==> src/rtl/tdm_demux8_pkg.sv <==
// Shared definitions for the 8-channel TDM receive path (tdm_demux8).
// State encodings match the transmit side: IDLE=0, RUN=1, PAR=2.
// Optional feature macro: TDM_PARITY_EN (adds a trailing even-parity slot).
package tdm_demux8_pkg;

    // Default channel count and slot index width.
    localparam int TDM_N     = 8;
    localparam int TDM_SEL_W = $clog2(TDM_N);

    // Receiver alignment states.
    typedef enum logic [1:0] {
        ST_IDLE = 2'd0,  // unaligned, waiting for frame_start
        ST_RUN  = 2'd1,  // collecting data slots 0..N-1
        ST_PAR  = 2'd2   // collecting the parity slot (parity build only)
    } tdm_state_e;

    // Even parity over data plus parity bit: the total count of ones must be even.
    function automatic logic even_parity_ok(input logic par_bit, input logic [TDM_N-1:0] data);
        return ((^data) ^ par_bit) == 1'b0;
    endfunction

endpackage

==> src/rtl/tdm_demux8_demux1to8.sv <==
// demux1to8: combinational 1-to-N one-hot decoder.
// Routes a single input bit to out[sel]; every other output is 0.
// Used by tdm_demux8 to turn the slot index plus the strobe into
// per-bit shadow write enables.
module demux1to8 #(
    parameter int N = 8,
    localparam int SEL_W = $clog2(N)
) (
    input  logic             in,
    input  logic [SEL_W-1:0] sel,
    output logic [N-1:0]     out
);

    // One-hot decode; N is a power of two so every sel value is in range.
    always_comb begin
        out      = '0;
        out[sel] = in;
    end

endmodule

==> src/rtl/tdm_demux8.sv <==
// tdm_demux8: receive end of the 8-channel time-division link.
// Samples one serial bit per enabled clock, routes slot k to bit k of a
// shadow frame register, and publishes each completed frame on 'out'.
// Optional feature macro: TDM_PARITY_EN -- frames carry one extra
// even-parity slot after slot N-1; a frame is published only when the
// parity checks, otherwise parity_err pulses and out is held.
//
// Output signalling: there is no backpressure. 'valid' is a one-cycle
// pulse meaning 'out' was updated on the previous edge; the consumer must
// take the frame in that cycle (out stays stable until the next pulse).
// sync_err and parity_err are likewise one-cycle pulses. 'en' is a slot
// strobe: edges with en=0 are a full stall and only clear the pulses.
module tdm_demux8
    import tdm_demux8_pkg::*;
#(
    parameter int N = TDM_N,
    localparam int SEL_W = $clog2(N)
) (
    input  logic             clk,
    input  logic             rst,
    input  logic             en,
    input  logic             din,
    input  logic             frame_start,
    output logic [N-1:0]     out,
    output logic             valid,
    output logic [SEL_W-1:0] slot,
    output logic             sync_err,
    output logic             parity_err,
    output logic [1:0]       dbg_state
);

    localparam logic [SEL_W-1:0] SLOT_FIRST = '0;
    localparam logic [SEL_W-1:0] SLOT_ONE   = SEL_W'(1);
    localparam logic [SEL_W-1:0] SLOT_LAST  = SEL_W'(N - 1);

    tdm_state_e       state;
    logic [N-1:0]     shadow;
    logic [N-1:0]     wen;
    logic             dec_in;
    logic [SEL_W-1:0] dec_sel;

    assign dbg_state = state;

    // A shadow bit is written when a frame_start restarts at slot 0, or
    // when RUN samples a data slot other than 0. Discarded bits (unaligned
    // IDLE, missing frame_start at slot 0, the parity slot) write nothing.
    always_comb begin
        dec_in  = en & (frame_start | ((state == ST_RUN) && (slot != SLOT_FIRST)));
        dec_sel = frame_start ? SLOT_FIRST : slot;
    end

    demux1to8 #(.N(N)) u_dec (
        .in  (dec_in),
        .sel (dec_sel),
        .out (wen)
    );

    // Shadow register: exactly one bit captured per qualifying edge.
    always_ff @(posedge clk or posedge rst) begin
        if (rst) begin
            shadow <= '0;
        end else begin
            for (int i = 0; i < N; i++) begin
                if (wen[i]) shadow[i] <= din;
            end
        end
    end

    // Alignment FSM, slot counter and output frame register.
    always_ff @(posedge clk or posedge rst) begin
        if (rst) begin
            state    <= ST_IDLE;
            slot     <= SLOT_FIRST;
            out      <= '0;
            valid    <= 1'b0;
            sync_err <= 1'b0;
        end else begin
            valid    <= 1'b0;
            sync_err <= 1'b0;
            if (en) begin
                case (state)
                    ST_IDLE: begin
                        // Unaligned bits are dropped silently until a marker.
                        if (frame_start) begin
                            slot  <= SLOT_ONE;
                            state <= ST_RUN;
                        end
                    end
                    ST_RUN: begin
                        if (frame_start) begin
                            // Marker at slot 0 is the normal frame start;
                            // anywhere else the partial frame is abandoned.
                            if (slot != SLOT_FIRST) sync_err <= 1'b1;
                            slot <= SLOT_ONE;
                        end else if (slot == SLOT_FIRST) begin
                            // Marker expected here but missing: lose lock.
                            sync_err <= 1'b1;
                            state    <= ST_IDLE;
                        end else if (slot == SLOT_LAST) begin
                            slot <= SLOT_FIRST;
`ifdef TDM_PARITY_EN
                            state <= ST_PAR;
`else
                            out   <= {din, shadow[N-2:0]};
                            valid <= 1'b1;
`endif
                        end else begin
                            slot <= slot + SLOT_ONE;
                        end
                    end
`ifdef TDM_PARITY_EN
                    ST_PAR: begin
                        state <= ST_RUN;
                        if (frame_start) begin
                            // Marker in the parity slot: drop the frame and
                            // treat this bit as the new slot 0.
                            sync_err <= 1'b1;
                            slot     <= SLOT_ONE;
                        end else begin
                            slot <= SLOT_FIRST;
                            if (even_parity_ok(din, shadow)) begin
                                out   <= shadow;
                                valid <= 1'b1;
                            end
                        end
                    end
`endif
                    default: begin
                        state <= ST_IDLE;
                        slot  <= SLOT_FIRST;
                    end
                endcase
            end
        end
    end

`ifdef TDM_PARITY_EN
    // Parity failure pulse, raised by the parity slot of an aligned frame.
    always_ff @(posedge clk or posedge rst) begin
        if (rst) begin
            parity_err <= 1'b0;
        end else begin
            parity_err <= en && (state == ST_PAR) && !frame_start
                          && !even_parity_ok(din, shadow);
        end
    end
`else
    assign parity_err = 1'b0;
`endif

endmodule
==> config.mk <==
export PLATFORM = sky130hd
export DESIGN_NAME = tdm_demux8
export DESIGN_NICKNAME = d
export VERILOG_FILES = /design/src/rtl/tdm_demux8_pkg.sv /design/src/rtl/tdm_demux8_demux1to8.sv /design/src/rtl/tdm_demux8.sv
export SDC_FILE = /design/constraint.sdc
export NUM_CORES = 1
export LEC_CHECK = 0
export BUFFER_PORTS_ARGS = -buffer_cell sky130_fd_sc_hd__buf_2
export CAP_MARGIN = 40
export CORE_AREA = 3 3 49 51
export CTS_CLUSTER_DIAMETER = 30
export DETAILED_ROUTE_END_ITERATION = 7
export DIE_AREA = 0 0 52 54
export GPL_ROUTABILITY_DRIVEN = 0
export PLACE_DENSITY = 0.75
export SYNTH_ARGS = -nofsm -noshare
export SYNTH_HDL_FRONTEND = slang
export SYNTH_SLANG_ARGS = --single-unit
==> constraint.sdc <==
create_clock -name clk -period 2.6 [get_ports clk]
set_input_delay 0.52 -clock clk [delete_from_list [all_inputs] [get_ports clk]]
set_output_delay 0.52 -clock clk [all_outputs]
set_load 0.01 [all_outputs]
==> out/results.ini <==
[die]
core_area_um2 = 1980
start_util_pct = 53.3
die_w_um = 52
boundaryPins = 21
fp.dieArea_um2 = 2810
num_rows = 16
die_y_um = 54

[cts]
cts_setup_buffers = 0
cts_hold_buf = 0
cts_made_buffers = 3
cts_tree = built
cts_resized = 0
clk_latency_ns = 0.30
h-tree-depth = 1
cts.sinks = 21
root_buffer = clkbuf_4
clk_pin_slew_ns = 0.11
cts_buffer_depth = 2

[global_route]
grt_use_total_pct = 14.9
antenna_found_initial = 0
grt_first_pass_wirelength_um = 3000
overflow = 0
grt_pass1_vias = 650
grt_start_max_net_pins = 22

[min_path]
hold_class = input pin to async pin

[setup_path]
crit_arrival_ns = 2.27
endpoint_kind = flop
rr_worst_depth = 6
cp_slowest_stage_delay_ns = 0.50
slowest_stage = dfrtp_1
worstReg2RegEnd = out[1]
reg2reg_slack_ns = 0.52
crit_start = slot[0]
cp_max_fo = 8
critPathLaunchType = flop
cp_cell_sequence = inv_1, ha_1, nand2b_1, ha_1, nand4_2, mux2_2
cpMostUsedCell = ha_1
cp.required_ns = 2.79
crit_type = flop to flop
reg2reg_from = slot[0]

[sta]
fin_crit_sh_pct = 80.0
tightest_slew_ns = 0.800
fin_crit_ns = 2.08
rsz0062_at_grt = false
hold_viol_final = 0
finalWorstSetupSlack_ns = 0.520
setup_viol = 0
slew_headroom_pct = 46.6
setup-tns-final_ns = 0
clock-skew-final_ns = 0.00736
drv_slew = 0
clock.fmax_ghz = 0.481
hold_slack_ns = 0.357

[place]
io_buffers = 18
place_area_um2 = 1140
place_ws_ns = 0.497
dpl.cell_count = 123
hpwlAfterDp_um = 1320

[synth]
synth_warnings = 0
synth_top_cells_by_area = dfrtp_1 (50%), mux2_2 (13%), ha_1 (4.7%)
yosysUniqueCellTypes = 32
synthArstFlopShare_pct = 100
synthesis.instances = 83
synth_seq_cells = 21
synth_top_area_share_pct = 49.8
synth-edff-count = 0
synthesis.area_um2 = 1060
syn_avg_cell_area_um2 = 12.7
ys_seq_area_share_pct = 49.8
yosysTopAreaCell = dfrtp_1
synth_flop_cell = dfrtp_1

[final_layout]
area_growth_pct = 10.4
layout.cells.non_filler = 127
drive_above_1_share_pct = 41.0
final_util_pct = 58.8
diodes = 0
fill_cells = 171
fin_area_um2 = 1170
fin_nets = 110

[pwr]
power_leakage_nw = 0.633
power_density_nw_per_um2 = 908
peakVddDrop_mv = 0.498
power_mw = 1.06

[outcome]
status = finished, final reports clean

[route]
drtIter0Drc = 11
ant_nets = 0
first_pass_iters = 4
wl_um = 1820
viasPerCell = 5.49
drc = 0
vias = 697
avgRoutedWirePerCell_um = 14.3

[run]
maxCapViolations = 0

==> how the worst max path moves through the flow <==
stage / to / depth (start not counted) / slack, ns
2_1_floorplan: out[0] / 7 / 0.71
3_3_place_gp: out[1] / 6 / 0.59
3_5_place_dp: out[0] / 6 / 0.50
4_1_cts: out[1] / 6 / 0.50
5_1_grt: out[3] / 6 / 0.32
6_report: out[1] / 6 / 0.52
==> cells in the final DEF (no fill, tap or decap) <==
| cell type | count |
|---|---|
| mux2_2 | 12 |
| and4b_1 | 1 |
| and3_2 | 1 |
| a21oi_1 | 1 |
| conb_1 | 2 |
| and4_1 | 1 |
| o211ai_1 | 1 |
| nor4b_4 | 1 |
| nand4_2 | 1 |
| nand3_1 | 6 |
| mux2_1 | 2 |
| nor2_1 | 2 |
| nand2b_1 | 2 |
| o21ai_0 | 2 |
| nor4bb_4 | 1 |
| buf_2 | 18 |
| and2b_2 | 1 |
| clkbuf_4 | 3 |
| a31oi_1 | 1 |
| a21o_2 | 1 |
| and3_1 | 2 |
| a21boi_0 | 1 |
| and4b_2 | 1 |
| dfrtp_1 | 21 |
| nand4_1 | 1 |
| a211o_2 | 1 |
| a32o_1 | 1 |
| ha_1 | 4 |
| clkbuf_1 | 1 |
| o2bb2ai_1 | 1 |
| inv_1 | 5 |
| o22ai_1 | 1 |
==> area by class of cell <==
type                            instances  area (µm²)  area share, %
Sequential cell                        21         526           45.1
Timing Repair Buffer                   18        90.1           7.73
Tap cell                               27        33.8           2.90
Inverter                                5        18.8           1.61
Clock buffer                            4        26.3           2.25
Multi-Input combinational cell         52         472           40.5
==> per-layer routing <==
metal	share of wire, %	vias to the layer above	wire (µm)	GRT usage (%)
li1	-	335	-	-
met1	48	344	865	21.0
met4	0.38	0	7	6.55
met5	0	-	0	0
met3	4.2	2	76	2.49
met2	48	16	870	22.4
==> kinds of logic after synthesis <==
group | synth area share [%]
buffers and inverters | 5.92
other | 0.355
AOI/OAI and AO/OA | 7.58
and+or+nand+nor | 16.7
adders and majority gates | 4.74
DFF | 49.8
muxes | 14.9
==> synthesized netlist by cell type, types with 2 or more instances <==
cell type	n
o21ai_0	2
inv_1	5
nor2_1	2
nand3_1	6
ha_1	4
dfrtp_1	21
mux2_1	2
and3_1	2
buf_2	2
buf_4	3
nand2b_1	2
mux2_2	12
==> sequential cells by signal (all words and copies together), names as in the netlist <==
register,cells
dbg_state,1
slot,3
shadow,7
sync_err,1
out,8
valid,1
==> critical path: cells and delay by family (launching register included) <==
family                   cells  cell delay, ns
flip-flops                   1            0.50
multiplexers                 1            0.37
adder cells (fa/ha/maj)      2            0.49
AND/OR/NAND/NOR              2            0.47
buffers and inverters        1            0.14
==> power by group <==
part	internal, mW	switching [mW]
clock	0.0597	0.0923
combinational	0.197	0.188
sequential	0.415	0.107
No activity file was read; power rests on OpenSTA's default activity.
